`src/rtl/avalonsemi_tbb1143_if.sv`:
```
// Host write bus of the sound generator: 4-bit data nibble, address/data select and write strobe.
// The host drives it through the master modport and the generator receives it through the slave modport.
interface avalonsemi_tbb1143_if;
    logic D0;
    logic D1;
    logic D2;
    logic D3;
    logic A0;
    logic WR;

    modport master (output D0, D1, D2, D3, A0, WR);
    modport slave  (input  D0, D1, D2, D3, A0, WR);
endinterface

```
`src/rtl/avalonsemi_tbb1143.sv`:
```
// Nibble-bus programmable sound generator: two square-wave tone channels and one LFSR noise
// channel, mixed into a registered 6-bit sample for an external R-2R DAC.
module avalonsemi_tbb1143 (
    input  logic                       CLK,
    input  logic                       RST,
    input  logic                       FCLK,
    avalonsemi_tbb1143_if.slave        bus,
    output logic                       S0,
    output logic                       S1,
    output logic                       S2,
    output logic                       S3,
    output logic                       S4,
    output logic                       S5,
    output logic                       LED0,
    output logic                       LED1
);

    typedef struct packed {
        logic [11:0] cnt;
        logic        tone;
    } tone_t;

    localparam logic [14:0] LFSR_SEED = 15'h0001;

    // FCLK is a reserved pad with no function inside the block.
    logic unused_fclk;
    assign unused_fclk = FCLK;

    logic        wr_q, wr_d;
    logic [3:0]  ptr_q, ptr_d;
    logic [3:0]  regs_q [16];
    logic [3:0]  regs_d [16];
    tone_t       ch0_q, ch0_d;
    tone_t       ch1_q, ch1_d;
    logic [7:0]  cntn_q, cntn_d;
    logic [14:0] lfsr_q, lfsr_d;
    logic [5:0]  sample_q, sample_d;

    logic [3:0]  bus_data;
    logic        wr_edge;
    logic [11:0] p0, p1;
    logic [7:0]  pn;
    logic [3:0]  v0, v1, vn;
    logic        en0, en1, enn;
    logic        noise_on;

    assign bus_data = {bus.D3, bus.D2, bus.D1, bus.D0};
    assign wr_edge  = bus.WR & ~wr_q;

    assign p0  = {regs_q[2], regs_q[1], regs_q[0]};
    assign v0  = regs_q[3];
    assign p1  = {regs_q[6], regs_q[5], regs_q[4]};
    assign v1  = regs_q[7];
    assign pn  = {regs_q[9], regs_q[8]};
    assign vn  = regs_q[10];
    assign en0 = regs_q[11][0];
    assign en1 = regs_q[11][1];
    assign enn = regs_q[11][2];

    assign noise_on = enn && (pn != 8'd0);

    // One tone-channel step; a running channel keeps its count across period changes.
    function automatic tone_t tone_step(input tone_t cur, input logic en, input logic [11:0] p);
        tone_t nxt;
        nxt = '0;
        if (en && (p != 12'd0)) begin
            if (cur.cnt >= p) begin
                nxt.cnt  = 12'd0;
                nxt.tone = ~cur.tone;
            end else begin
                nxt.cnt  = cur.cnt + 12'd1;
                nxt.tone = cur.tone;
            end
        end
        return nxt;
    endfunction

    // Host bus: one write per rising edge of WR, no matter how long WR stays high.
    always_comb begin
        // NOTE: every variable written here gets a default first, so no path leaves a latch.
        wr_d   = bus.WR;
        ptr_d  = ptr_q;
        regs_d = regs_q;
        if (wr_edge) begin
            if (bus.A0) begin
                regs_d[ptr_q] = bus_data;
                ptr_d         = ptr_q + 4'd1;
            end else begin
                ptr_d = bus_data;
            end
        end
    end

    // Channel datapath reads only regs_q, so a write lands one cycle after its edge.
    always_comb begin
        ch0_d  = tone_step(ch0_q, en0, p0);
        ch1_d  = tone_step(ch1_q, en1, p1);
        cntn_d = 8'd0;
        lfsr_d = lfsr_q;
        if (noise_on) begin
            if (cntn_q >= pn) begin
                lfsr_d = {lfsr_q[13:0], lfsr_q[14] ^ lfsr_q[13]};
            end else begin
                cntn_d = cntn_q + 8'd1;
            end
        end
    end

    // Mixer works from the current tone/noise flops, so the sample trails the LEDs by a cycle.
    always_comb begin
        sample_d = 6'd0;
        if (ch0_q.tone) begin
            sample_d = sample_d + {2'b00, v0};
        end
        if (ch1_q.tone) begin
            sample_d = sample_d + {2'b00, v1};
        end
        if (noise_on && lfsr_q[0]) begin
            sample_d = sample_d + {2'b00, vn};
        end
    end

    always_ff @(posedge CLK) begin
        // NOTE: state flops use non-blocking assignment so every flop sees pre-edge values.
        if (RST) begin
            wr_q     <= 1'b0;
            ptr_q    <= 4'd0;
            // NOTE: the register file is reset too; a cleared file is what guarantees silence.
            for (int i = 0; i < 16; i++) begin
                regs_q[i] <= 4'd0;
            end
            ch0_q    <= '0;
            ch1_q    <= '0;
            cntn_q   <= 8'd0;
            lfsr_q   <= LFSR_SEED;
            sample_q <= 6'd0;
        end else begin
            wr_q     <= wr_d;
            ptr_q    <= ptr_d;
            regs_q   <= regs_d;
            ch0_q    <= ch0_d;
            ch1_q    <= ch1_d;
            cntn_q   <= cntn_d;
            lfsr_q   <= lfsr_d;
            sample_q <= sample_d;
        end
    end

    assign {S5, S4, S3, S2, S1, S0} = sample_q;
    assign LED0 = ch0_q.tone;
    assign LED1 = ch1_q.tone;

endmodule

```
`src/flat_wrapper.sv`:
```
// flat-port wrapper written by rule: the top's interface ports become plain ports
module avalonsemi_tbb1143_flat 
  (CLK, RST, FCLK, S0, S1, S2, S3, S4, S5, LED0, LED1, bus_D0, bus_D1, bus_D2, bus_D3, bus_A0, bus_WR);
  avalonsemi_tbb1143_if bus_i ();
  input  logic CLK;
  input  logic RST;
  input  logic FCLK;
  output logic S0;
  output logic S1;
  output logic S2;
  output logic S3;
  output logic S4;
  output logic S5;
  output logic LED0;
  output logic LED1;
  input wire logic [$bits(bus_i.D0)-1:0] bus_D0;
  input wire logic [$bits(bus_i.D1)-1:0] bus_D1;
  input wire logic [$bits(bus_i.D2)-1:0] bus_D2;
  input wire logic [$bits(bus_i.D3)-1:0] bus_D3;
  input wire logic [$bits(bus_i.A0)-1:0] bus_A0;
  input wire logic [$bits(bus_i.WR)-1:0] bus_WR;
  assign bus_i.D0 = bus_D0;
  assign bus_i.D1 = bus_D1;
  assign bus_i.D2 = bus_D2;
  assign bus_i.D3 = bus_D3;
  assign bus_i.A0 = bus_A0;
  assign bus_i.WR = bus_WR;
  avalonsemi_tbb1143 u_core (.CLK(CLK), .RST(RST), .FCLK(FCLK), .bus(bus_i), .S0(S0), .S1(S1), .S2(S2), .S3(S3), .S4(S4), .S5(S5), .LED0(LED0), .LED1(LED1));
endmodule
```
`config.mk`:
```
export PLATFORM = sky130hd
export DESIGN_NAME = avalonsemi_tbb1143_flat
export DESIGN_NICKNAME = d
export VERILOG_FILES = /design/src/rtl/avalonsemi_tbb1143_if.sv /design/src/rtl/avalonsemi_tbb1143.sv /design/src/flat_wrapper.sv
export SDC_FILE = /design/constraint.sdc
export NUM_CORES = 1
export LEC_CHECK = 0
export BUFFER_PORTS_ARGS = -buffer_cell sky130_fd_sc_hd__clkbuf_2
export CAP_MARGIN = 40
export CORE_UTILIZATION = 30
export DETAILED_ROUTE_END_ITERATION = 16
export HOLD_SLACK_MARGIN = 0.1
export PLACE_DENSITY = 0.4
export SKIP_CTS_REPAIR_TIMING = 1
export SYNTH_ARGS = -nofsm -noshare
export SYNTH_HDL_FRONTEND = slang
export SYNTH_SLANG_ARGS = --single-unit
```
`constraint.sdc`:
```
create_clock -name CLK -period 2.9 [get_ports CLK]
set_clock_uncertainty 0.2 [all_clocks]
set_input_delay 0.58 -clock CLK [delete_from_list [all_inputs] [get_ports CLK]]
set_output_delay 0.58 -clock CLK [all_outputs]
set_load 0.05 [all_outputs]
```
== Word level (Yosys, flattened, before mapping) ==
Cells that the tools add are included.
Word-level totals
  register bits: 124
  output and inout bits: 8
Operators by class
  add/subtract/negate cells: 6
  order comparisons: 5
  multiplexer cells: 7
  bitwise operators: 9
  reductions and logical operators: 15
Operators with widths (number)
  $bwmux W64: 1
  $add A12 B1 Y12 const B: 2
  $ge A12 B12 Y1: 2
  $reduce_bool A12 Y1: 2
  $demux W4 S4: 1
  $mux W4: 3
  $mux W6: 2
  $reduce_or A3 Y1: 3
  $add A8 B1 Y8 const B: 1
  $ge A8 B8 Y1: 1
  $reduce_bool A8 Y1: 1
  $add A6 B4 Y6: 1
  $not A1 Y1: 6
  $add A4 B4 Y5: 1
  $ge A5 B5 Y1 const B: 1
  $logic_and A1 B1 Y1: 5
  $lt A5 B1 Y1 const B: 1
  $not A4 Y5: 1
  $add A4 B1 Y4 const B: 1
  $reduce_and A2 Y1: 2
  $reduce_or A2 Y1: 2
  $and A1 B1 Y1: 1
  $xor A1 B1 Y1: 1

== Longest topological paths before layout ==
Gate-level depths: netlist (run 1).
  depth in word-level cells: 6
  mapped depth: 14
  mapped depth without buffers: 14

== Worst setup path before layout (run 1) ==
No wires, ideal clock.
  path type: register -> register
  start point: register u_core.ch0_q, in the netlist u_core.LED0
  end point: register u_core.sample_q[4]
  arrival time: 2.699 ns
  data required time: 2.572 ns
  path slack: -0.127 ns
  stages on the path, launching flop included: 14
  path through: dfxtp_1 -> nand2_1 -> inv_1 -> ha_1 -> inv_1 -> fa_1 -> mux2i_1 -> inv_1 -> fa_1 -> nor2b_1 -> o21ai_0 -> a21oi_1 -> xnor2_1 -> nor2_1
Between the ends
  word-level cells in the longest chain between the ends: 5
Ends and longest elaborated chain
  start, declared: RTL line avalonsemi_tbb1143.sv:33  | tone_t ch0_q, ch0_d;
  start signal, assigned: RTL line avalonsemi_tbb1143.sv:141  | ch0_q <= ch0_d;
  $mux W4 (*): RTL line avalonsemi_tbb1143.sv:112  | if (ch0_q.tone) begin
  $add A4 B4 Y5: RTL line avalonsemi_tbb1143.sv:116  | sample_d = sample_d + {2'b00, v1};
  $mux W6 (*): RTL line avalonsemi_tbb1143.sv:115  | if (ch1_q.tone) begin
  $add A6 B4 Y6: RTL line avalonsemi_tbb1143.sv:119  | sample_d = sample_d + {2'b00, vn};
  $mux W6 (*): RTL line avalonsemi_tbb1143.sv:118  | if (noise_on && lfsr_q[0]) begin
  end signal, assigned: RTL line avalonsemi_tbb1143.sv:145  | sample_q <= sample_d;
  end, declared: RTL line avalonsemi_tbb1143.sv:37  | logic [5:0] sample_q, sample_d;
Every way passes the cells marked *; elsewhere a longest branch is shown, timed or not.
A chain may end at the register's enable or synchronous reset.

== Final worst setup path (run 1) ==
Ends and elaborated chain as after synthesis.

==> results of run 1 <==
[state kept, by name, indices dropped and copies added (netlist names)]
name             cells
u_core.lfsr_q       15
u_core.ch0_q        12
u_core.ch1_q        12
u_core.p0           12
u_core.p1           12
u_core.cntn_q        8
u_core.pn            8
u_core.sample_q      6
u_core.ptr_q         4
u_core.v0            4
u_core.v1            4
u_core.vn            4
u_core.LED0          1
u_core.LED1          1
u_core.en0           1
u_core.en1           1
u_core.enn           1
u_core.wr_q          1
[final timing paths]
| path | end | slack, ns | cells past startpoint |
|---|---|---|---|
| hold reg to reg | u_core.en1 | 0.26 | 2 |
| setup reg to reg | u_core.sample_q[4] | 0.15 | 14 |
| hold / removal | u_core.en1 | 0.26 | 2 |
| setup / recovery | u_core.sample_q[4] | 0.15 | 14 |
[power groups by stage]
| stage | logic (mW) | registers, mW | clock network [mW] |
|---|---|---|---|
| 6_report | 0.126 | 1.49 | 1.13 |
| 4_1_cts | 0.129 | 1.49 | 1.19 |
| 5_1_grt | 0.142 | 1.49 | 1.25 |
| 2_1_floorplan | 0.0895 | 1.52 | 0 |
| 3_5_place_dp | 0.129 | 1.52 | 0 |
| 3_3_place_gp | 0.127 | 1.52 | 0 |
[critical path: cells and delay by family (launching register included)]
family / cells / cell delay, ns
xor+xnor: 3 / 0.55
simple gates: 4 / 0.36
buf+inv: 2 / 0.11
fa+ha+maj: 3 / 0.85
flops: 1 / 0.34
compound gates: 2 / 0.22
[Yosys cell counts, types with 4 or more instances]
| library cell | instances | share of area |
|---|---|---|
| a211oi_1 | 4 | 0.0056 |
| a21o_1 | 8 | 0.011 |
| a21oi_1 | 61 | 0.057 |
| and3_1 | 4 | 0.0047 |
| clkbuf_1 | 26 | 0.018 |
| dfxtp_1 | 107 | 0.40 |
| ha_1 | 47 | 0.11 |
| inv_1 | 51 | 0.036 |
| mux2i_1 | 20 | 0.037 |
| nand2_1 | 90 | 0.063 |
| nand2b_1 | 18 | 0.021 |
| nand3_1 | 59 | 0.055 |
| nand4_1 | 4 | 0.0047 |
| nor2_1 | 52 | 0.036 |
| nor2b_1 | 5 | 0.0058 |
| nor3_1 | 8 | 0.0075 |
| nor4_1 | 6 | 0.0070 |
| o211ai_1 | 4 | 0.0056 |
| o21ai_0 | 10 | 0.0093 |
| xnor2_1 | 15 | 0.025 |
| xor2_1 | 18 | 0.029 |
[cell families after synthesis]
logic type               Yosys count
AO/OA/AOI/OAI                    101
XOR/XNOR                          33
adder cells (fa/ha/maj)           51
buffers and inverters             78
flip-flops                       107
multiplexers                      20
AND/OR/NAND/NOR                  255
[routing by layer]
metal | routed length [µm] | GRT usage | up-vias
li1 | - | - | 2191
met2 | 5670 | 0.236 | 27
met4 | 108 | 0.0350 | 0
met1 | 5530 | 0.167 | 1924
met3 | 346 | 0.0400 | 7
met5 | 0 | 0 | -
[layout make-up]
cell class / count / share of cell area
clock buffers: 12 / 0.0409
clock inverters: 3 / 0.00249
inverters: 51 / 0.0318
multi-input cells: 460 / 0.495
flip-flops and latches: 107 / 0.356
well taps: 225 / 0.0467
repair buffers: 27 / 0.0274
[stage by stage]
stage / setup WS, ns / total power, mW / hold WS [ns] / util
2_1_floorplan: 0.0780 / 1.61 / 0.226 / -
3_3_place_gp: 0.111 / 1.65 / 0.250 / 0.327
3_5_place_dp: 0.0335 / 1.65 / 0.254 / 0.328
4_1_cts: 0.0113 / 2.80 / 0.264 / 0.343
5_1_grt: -0.0150 / 2.87 / 0.288 / 0.347
6_report: 0.148 / 2.75 / 0.263 / 0.347
[layout by cell type, fill, tap and decap left out, drive strengths merged, types with 18 or more instances in the layout]
| master | n |
|---|---|
| nand2 | 90 |
| ha | 47 |
| xor2 | 18 |
| dfxtp | 107 |
| inv | 51 |
| mux2i | 20 |
| nand3 | 59 |
| clkbuf | 27 |
| nand2b | 18 |
| a21oi | 61 |
| nor2 | 52 |
==> results_dict.tcl, run 1 <==
set metrics [dict create \
    relSlewSlack 0.418 \
    cts.clk_slew.worst_paths_ns 0.07 \
    cp-start-kind "flip-flop" \
    synthDistinctLibCells 43 \
    core-area_um2 17400 \
    synthAdderAreaFrac 0.121 \
    hp-class "flip-flop to flip-flop" \
    cts_buffer_depth 2 \
    row_count 48 \
    tightestPinTransition_ns 0.873 \
    ys.flop_type "dfxtp_1" \
    vias 4149 \
    syn_nets 703 \
    ys_warn_count 0 \
    grt_use_total 0.137 \
    path_max_fanout 3 \
    fillCellCount 1802 \
    ant_nets 0 \
    grt_max_degree 43 \
    drc 0 \
    combPwrFrac 0.046 \
    hp-start "u_core.en1" \
    ys_seq_area_frac 0.400 \
    fin_cells 885 \
    yosys.area_share.simple 0.220 \
    finalNetCount 714 \
    grt-ovfl-total 0 \
    crit_type "flip-flop to flip-flop" \
    drtIter0Drc 157 \
    finalCritPeriodShare 0.949 \
    multi_input_area_um2 2980 \
    netSwitchingPower_uw 631 \
    worstPathArrival_ns 2.78 \
    path_cells "nand2_2 > inv_2 > ha_4 > inv_1 > fa_2 > xnor2_2 > nand2_1 > xor2_2 > ha_1 > nor2b_1 > o21ai_1 > a21oi_2 > xnor2_1 > nor2_1" \
    drv_cap 0 \
    grt_pass1_vias 4033 \
    reg2reg_from "u_core.LED0" \
    synth_edf_count 0 \
    die_area_um2 18400 \
    syn_inst 645 \
    clock_latency_ns 0.35 \
    ir_worst_vdd_mv 0.292 \
    gp_congestion 0.738 \
    p_clk_frac 0.413 \
    internal_power_mw 2.12 \
    finalHoldViolCount 0 \
    powerDensity_nw_per_um2 456 \
    timing.setup.tns_ns 0 \
    max_stage_delay_ns 0.41 \
    placedCellCount 868 \
    max_freq_mhz 363 \
    setup_viol 0 \
    p_leak_nw 2.19 \
    final_layout_size_suffix_gt1_frac 0.0909 \
    antenna_found_initial 0 \
    syn2layout_area_growth_pct 12.5 \
    final_cell_area_um2 6020 \
    end_kind "flip-flop" \
    start_util 0.309 \
    cts-root-buf "clkbuf_16" \
    critical_path_required_ns 2.92 \
    grt_pass1_wl_um 19600 \
    avgRoutedWirePerCell_um 13.2 \
    die_height_um 136 \
    placed_cell_area_um2 5690 \
    synth_compound_area_frac 0.112 \
    synth_top_family_by_area "simple AND/OR/NAND/NOR gates" \
    finalMaxSlewViolations 0 \
    async_reset_ff_frac 0 \
    critical_path.startpoint "u_core.LED0" \
    io_pins 17 \
    synth-xor-area-share 0.0540 \
    pwr-share-seq 0.542 \
    antenna_cells 0 \
    die_width_um 136 \
    synth_mux_area_frac 0.0374 \
    ys_seq_elements 107 \
    crit_slowest_cell "fa_2" \
    cts_buffers 9 \
    syn-cell-area_um2 5360 \
    portBuffers 15 \
    first_pass_iters 4 \
    syn_area_per_cell_um2 8.30 \
    cts_tree "yes" \
    cts_sinks 107 \
    status "complete, no violations" \
    regArea_um2 2140 \
    p_sw_frac 0.230 \
    wirelength_um 11600 \
    vias_per_cell 4.69 \
    htreeDepth 3 \
    fin_crit_ns 2.75 \
    dp_hpwl_um 8490 \
]
No activity file was read; power rests on OpenSTA's default activity.
==> run 2: changes to the inputs <==
--- a/config.mk
+++ b/config.mk
@@ -5,6 +5,7 @@
 export SDC_FILE = /design/constraint.sdc
 export NUM_CORES = 1
 export LEC_CHECK = 0
+export ABC_AREA = 1
 export BUFFER_PORTS_ARGS = -buffer_cell sky130_fd_sc_hd__clkbuf_2
 export CAP_MARGIN = 40
 export CORE_UTILIZATION = 30
==> run 2 against run 1 <==
  * Largest power group unchanged
  * The flow now finishes with violations (design-rule violations)
  * Critical path depth fell by 1
  * Wire length rose by 4.8%
  * Critical path type unchanged
  * Global-route usage fell by 0.23 points
==> results_dict.tcl, run 2 <==
set metrics [dict create \
    status "complete, but fails checks" \
    failed_checks "design-rule violations" \
    regMostFlops "u_core.lfsr_q" \
    syn_area_per_cell_um2 7.27 \
    final_layout_size_suffix_gt1_frac 0.0650 \
    cp-start-kind "flip-flop" \
    critical_path_required_ns 3.00 \
    grt-ovfl-total 0 \
    r2r_slack_ns 0.30 \
    worstPathArrival_ns 2.70 \
    largest_reg_flops 15 \
    portBuffers 15 \
    syn_inst 768 \
    antenna_cells 0 \
    p_leak_nw 2.62 \
    ir_worst_vdd_mv 0.267 \
    antenna_found_initial 0 \
    hold_slack_ns 0.262 \
    fillCellCount 1913 \
    vias 4553 \
    hp-class "flip-flop to flip-flop" \
    finalNetCount 838 \
    fin_crit_ns 2.60 \
    crit_slowest_cell "fa_1" \
    crit_type "flip-flop to flip-flop" \
    end_kind "flip-flop" \
    total_power_mw 2.91 \
    drc 4 \
    path_max_fanout 2 \
    die_area_um2 19200 \
    ant_nets 0 \
    grt_use_total 0.135 \
    multi_input_area_um2 2890 \
    timing.setup.tns_ns 0 \
    rsz0062_at_grt "no" \
    wirelength_um 12200 \
    syn-cell-area_um2 5590 \
    cts_sinks 107 \
    cts_tree "yes" \
    cts.clk_slew.worst_paths_ns 0.07 \
    drtIter0Drc 201 \
    final_common_cell "nand2_1" \
    cts-root-buf "clkbuf_16" \
    row_count 49 \
    vias_per_cell 4.49 \
    synthDistinctLibCells 32 \
    synth.top_cells.by_count "nand2_1, inv_1, dfxtp_1, nor2_1, a21oi_1" \
    ys_seq_elements 107 \
    htreeDepth 3 \
    first_pass_iters 10 \
    die_height_um 138 \
    yosysTopAreaCell "dfxtp_1" \
    grt_pass1_vias 4302 \
    die_width_um 138 \
    dp_hpwl_um 8900 \
    final_cell_mix "nand2_1, inv_1, dfxtp_1" \
    io_pins 17 \
    syn2layout_area_growth_pct 10.8 \
    yosysMostFrequentCell "nand2_1" \
    drv_cap 0 \
    yosysTopAreaCellShare 0.383 \
    ys.flop_type "dfxtp_1" \
    finalMaxSlewViolations 0 \
    cts_buffers 9 \
    start_util 0.309 \
    finalCritPeriodShare 0.897 \
    ys_warn_count 0 \
    powerDensity_nw_per_um2 469 \
    avgRoutedWirePerCell_um 12.0 \
    setup_viol 0 \
    grt_max_degree 51 \
    synth_edf_count 0 \
    finalHoldViolCount 0 \
    ys_seq_area_frac 0.383 \
    netlist_top_cells_area "dfxtp_1, ha_1, nand2_1" \
    max_freq_mhz 385 \
    gp_congestion 0.757 \
    clock_latency_ns 0.35 \
    max_stage_delay_ns 0.43 \
    relSlewSlack 0.615 \
    path_cells "nand2_1 > inv_1 > ha_1 > inv_1 > fa_1 > o21ai_1 > inv_1 > fa_1 > o21ai_0 > nand4_1 > nand2_1 > nand2_1 > nor2_1" \
    grt_pass1_wl_um 20600 \
    core-area_um2 18100 \
    cts_buffer_depth 2 \
    regArea_um2 2140 \
    tightestPinTransition_ns 0.577 \
    async_reset_ff_frac 0 \
    syn_nets 826 \
]
[run 2: stage by stage]
stage / util / instances / cell area (µm²) / worst slack, ns
after floorplan: - / 768 / 5590 / 0.140
after global placement: 0.325 / 998 / 5880 / 0.135
after detailed placement: 0.325 / 998 / 5880 / 0.138
after CTS: 0.342 / 1014 / 6180 / 0.137
after global routing: 0.342 / 1014 / 6190 / 0.0237
final: 0.342 / 1014 / 6190 / 0.300
[run 2: final timing paths]
path / start / to / cells past startpoint
worst max-delay path: u_core.v0[0] / u_core.sample_q[4] / 13
worst min-delay path: u_core.ch0_q[1] / u_core.ch0_q[1] / 1
worst max register to register: u_core.v0[0] / u_core.sample_q[4] / 13
worst min register to register: u_core.ch0_q[1] / u_core.ch0_q[1] / 1
[run 2: where the power goes]
group | internal [mW] | switching (mW) | total, mW
registers | 1.48 | 0.00951 | 1.49
logic | 0.0502 | 0.112 | 0.162
clock network | 0.693 | 0.558 | 1.25
[run 2: metal layers]
layer  global-route usage  vias up  part of all wire
met3               0.0308       15             0.026
met5                    0        -                 0
met1                0.172     2018              0.49
met4               0.0514        0             0.016
met2                0.223       40              0.46
li1                     -     2480                 -
[run 2: logic make-up after synthesis]
group           count (synthesis)  share of synthesized area
xor+xnor                       27                     0.0423
compound gates                132                      0.120
buf+inv                       143                      0.102
simple gates                  310                      0.239
fa+ha+maj                      49                      0.112
flops                         107                      0.383
[run 2: worst max-delay path: cells and delay by family, from the launching register on]
kind	cells	cell delay, ns
flops	1	0.31
simple gates	5	0.46
buf+inv	3	0.20
fa+ha+maj	3	1.01
compound gates	2	0.37
[run 2: layout make-up]
class / instances / share of cell area
multi-input combinational: 518 / 0.466
sequential: 107 / 0.346
inverter: 124 / 0.0752
tap: 229 / 0.0463
clock buffer: 12 / 0.0398
timing repair buffer: 20 / 0.0182
clock inverter: 4 / 0.00808
==> run 3: changes to the inputs <==
--- a/config.mk
+++ b/config.mk
@@ -9,8 +9,8 @@
 export BUFFER_PORTS_ARGS = -buffer_cell sky130_fd_sc_hd__clkbuf_2
 export CAP_MARGIN = 40
 export CORE_UTILIZATION = 30
+export CTS_BUF_LIST = sky130_fd_sc_hd__clkbuf_16
 export DETAILED_ROUTE_END_ITERATION = 16
-export HOLD_SLACK_MARGIN = 0.1
 export PLACE_DENSITY = 0.4
 export SKIP_CTS_REPAIR_TIMING = 1
 export SYNTH_ARGS = -nofsm -noshare
==> run 3 against run 2 <==
  * The flow still finishes with violations (design-rule violations)
  * Fmax is essentially flat
  * Wire length is essentially flat
  * Critical endpoint unchanged
  * Sequential power is essentially flat
  * Via count is essentially flat
  * Final area shrank 0.16%
  * Critical path depth is the same
  * Utilization shrank 0.055 points
  * Sequential share of layout area grew 0.056 points
==> results_dict.tcl, run 3 (same netlist as run 2, synthesis figures left out) <==
set metrics [dict create \
    status "complete, but fails checks" \
    failed_checks "design-rule violations" \
    wl_met1_um 5940 \
    final_common_cell "nand2_1" \
    drv_cap 0 \
    multi_input_area_um2 2890 \
    avgRoutedWirePerCell_um 12.1 \
    core-area_um2 18100 \
    critical_path_required_ns 3.00 \
    syn2layout_area_growth_pct 10.7 \
    worst_slack_ns 0.300 \
    timing.setup.tns_ns 0 \
    vias 4554 \
    place_ws_ns 0.138 \
    grt_pass1_wl_um 20600 \
    grt-ovfl-total 0 \
    max_freq_mhz 385 \
    htreeDepth 3 \
    finalHoldViolCount 0 \
    cp-start-kind "flip-flop" \
    cts.clk_slew.worst_paths_ns 0.07 \
    cts_buffers 9 \
    cts-root-buf "clkbuf_16" \
    die_area_um2 19200 \
    portBuffers 15 \
    worstPathArrival_ns 2.70 \
    row_count 49 \
    drc 4 \
    ir_worst_vdd_mv 0.269 \
    cp_num_buf_inv 3 \
    end_kind "flip-flop" \
    dp_hpwl_um 8900 \
    die_width_um 138 \
    vias_per_cell 4.49 \
    cts_buffer_depth 2 \
    cts_sinks 107 \
    final_util 0.342 \
    grt_max_degree 51 \
    fin_crit_ns 2.60 \
    first_pass_iters 10 \
    tightestPinTransition_ns 0.572 \
    final_layout_size_suffix_gt1_frac 0.0637 \
    final_cell_mix "nand2_1, inv_1, dfxtp_1" \
    antenna_cells 0 \
    finalNetCount 838 \
    max_stage_delay_ns 0.43 \
    path_cells "nand2_1 > inv_1 > ha_1 > inv_1 > fa_1 > o21ai_1 > inv_1 > fa_1 > o21ai_0 > nand4_1 > nand2_1 > nand2_1 > nor2_1" \
    finalCritPeriodShare 0.896 \
    met2WireLength_um 5640 \
    grt_pass1_vias 4312 \
    cts_tree "yes" \
    relSlewSlack 0.618 \
    clock_latency_ns 0.35 \
    largest_reg_flops 15 \
    drtIter0Drc 238 \
    rsz0062_at_grt "no" \
    crit_slowest_cell "fa_1" \
    ant_nets 0 \
    regMostFlops "u_core.lfsr_q" \
    setup_viol 0 \
    antenna_found_initial 0 \
    crit_type "flip-flop to flip-flop" \
    p_leak_nw 2.62 \
    regArea_um2 2140 \
    gp_congestion 0.757 \
    die_height_um 138 \
    hp-class "flip-flop to flip-flop" \
    start_util 0.309 \
    wirelength_um 12200 \
    r2r_slack_ns 0.30 \
    hold_slack_ns 0.262 \
    fillCellCount 1914 \
    path_max_fanout 2 \
    wl_met3_um 443 \
    critPathTopFamily "adder cells" \
    io_pins 17 \
    grt_use_total 0.135 \
    finalMaxSlewViolations 0 \
    highest-signal-layer "met4" \
    powerDensity_nw_per_um2 465 \
]
## run 3: changes by cell type in the layout (fill, tap and decap cells not counted), sizes merged
cell,previous run,this run
inv,124,126
clkinv,1,2
clkbuf,27,24
## run 3: metal layers
| metal | up-vias | track usage |
|---|---|---|
| li1 | 2477 | - |
| met1 | 2012 | 0.170 |
| met2 | 49 | 0.224 |
| met3 | 16 | 0.0308 |
| met4 | 0 | 0.0514 |
| met5 | - | 0 |
## run 3: final timing paths
kind / from / cells past startpoint / end
max: u_core.v0[0] / 13 / u_core.sample_q[4]
min: u_core.ch0_q[1] / 1 / u_core.ch0_q[1]
max reg2reg: u_core.v0[0] / 13 / u_core.sample_q[4]
min reg2reg: u_core.ch0_q[1] / 1 / u_core.ch0_q[1]
## run 3: power by group
group / internal, mW / switching [mW]
Combinational: 0.0504 / 0.112
Clock: 0.660 / 0.558
Sequential: 1.48 / 0.00958
Total: 2.19 / 0.679
## run 3: metrics by stage
| step | area (µm²) | std cells | power, mW |
|---|---|---|---|
| floorplan | 5590 | 768 | 1.64 |
| global placement | 5880 | 998 | 1.69 |
| detailed placement | 5880 | 998 | 1.69 |
| CTS | 6170 | 1014 | 2.93 |
| global route | 6180 | 1014 | 3.01 |
| finish | 6180 | 1014 | 2.87 |
## run 3: area by class of cell
cell class	count	area share
Inverter	124	0.0753
Clock inverter	7	0.00992
Sequential cell	107	0.347
Clock buffer	9	0.0364
Timing Repair Buffer	20	0.0182
Multi-Input combinational cell	518	0.467
Tap cell	229	0.0463
## run 3: worst reg2reg max path: stages (launching register included)
cell,delay [ns]
dfxtp_1,0.31
nand2_1,0.08
inv_1,0.05
ha_1,0.18
inv_1,0.07
fa_1,0.40
o21ai_1,0.19
inv_1,0.08
fa_1,0.43
o21ai_0,0.18
nand4_1,0.15
nand2_1,0.09
nand2_1,0.05
nor2_1,0.09
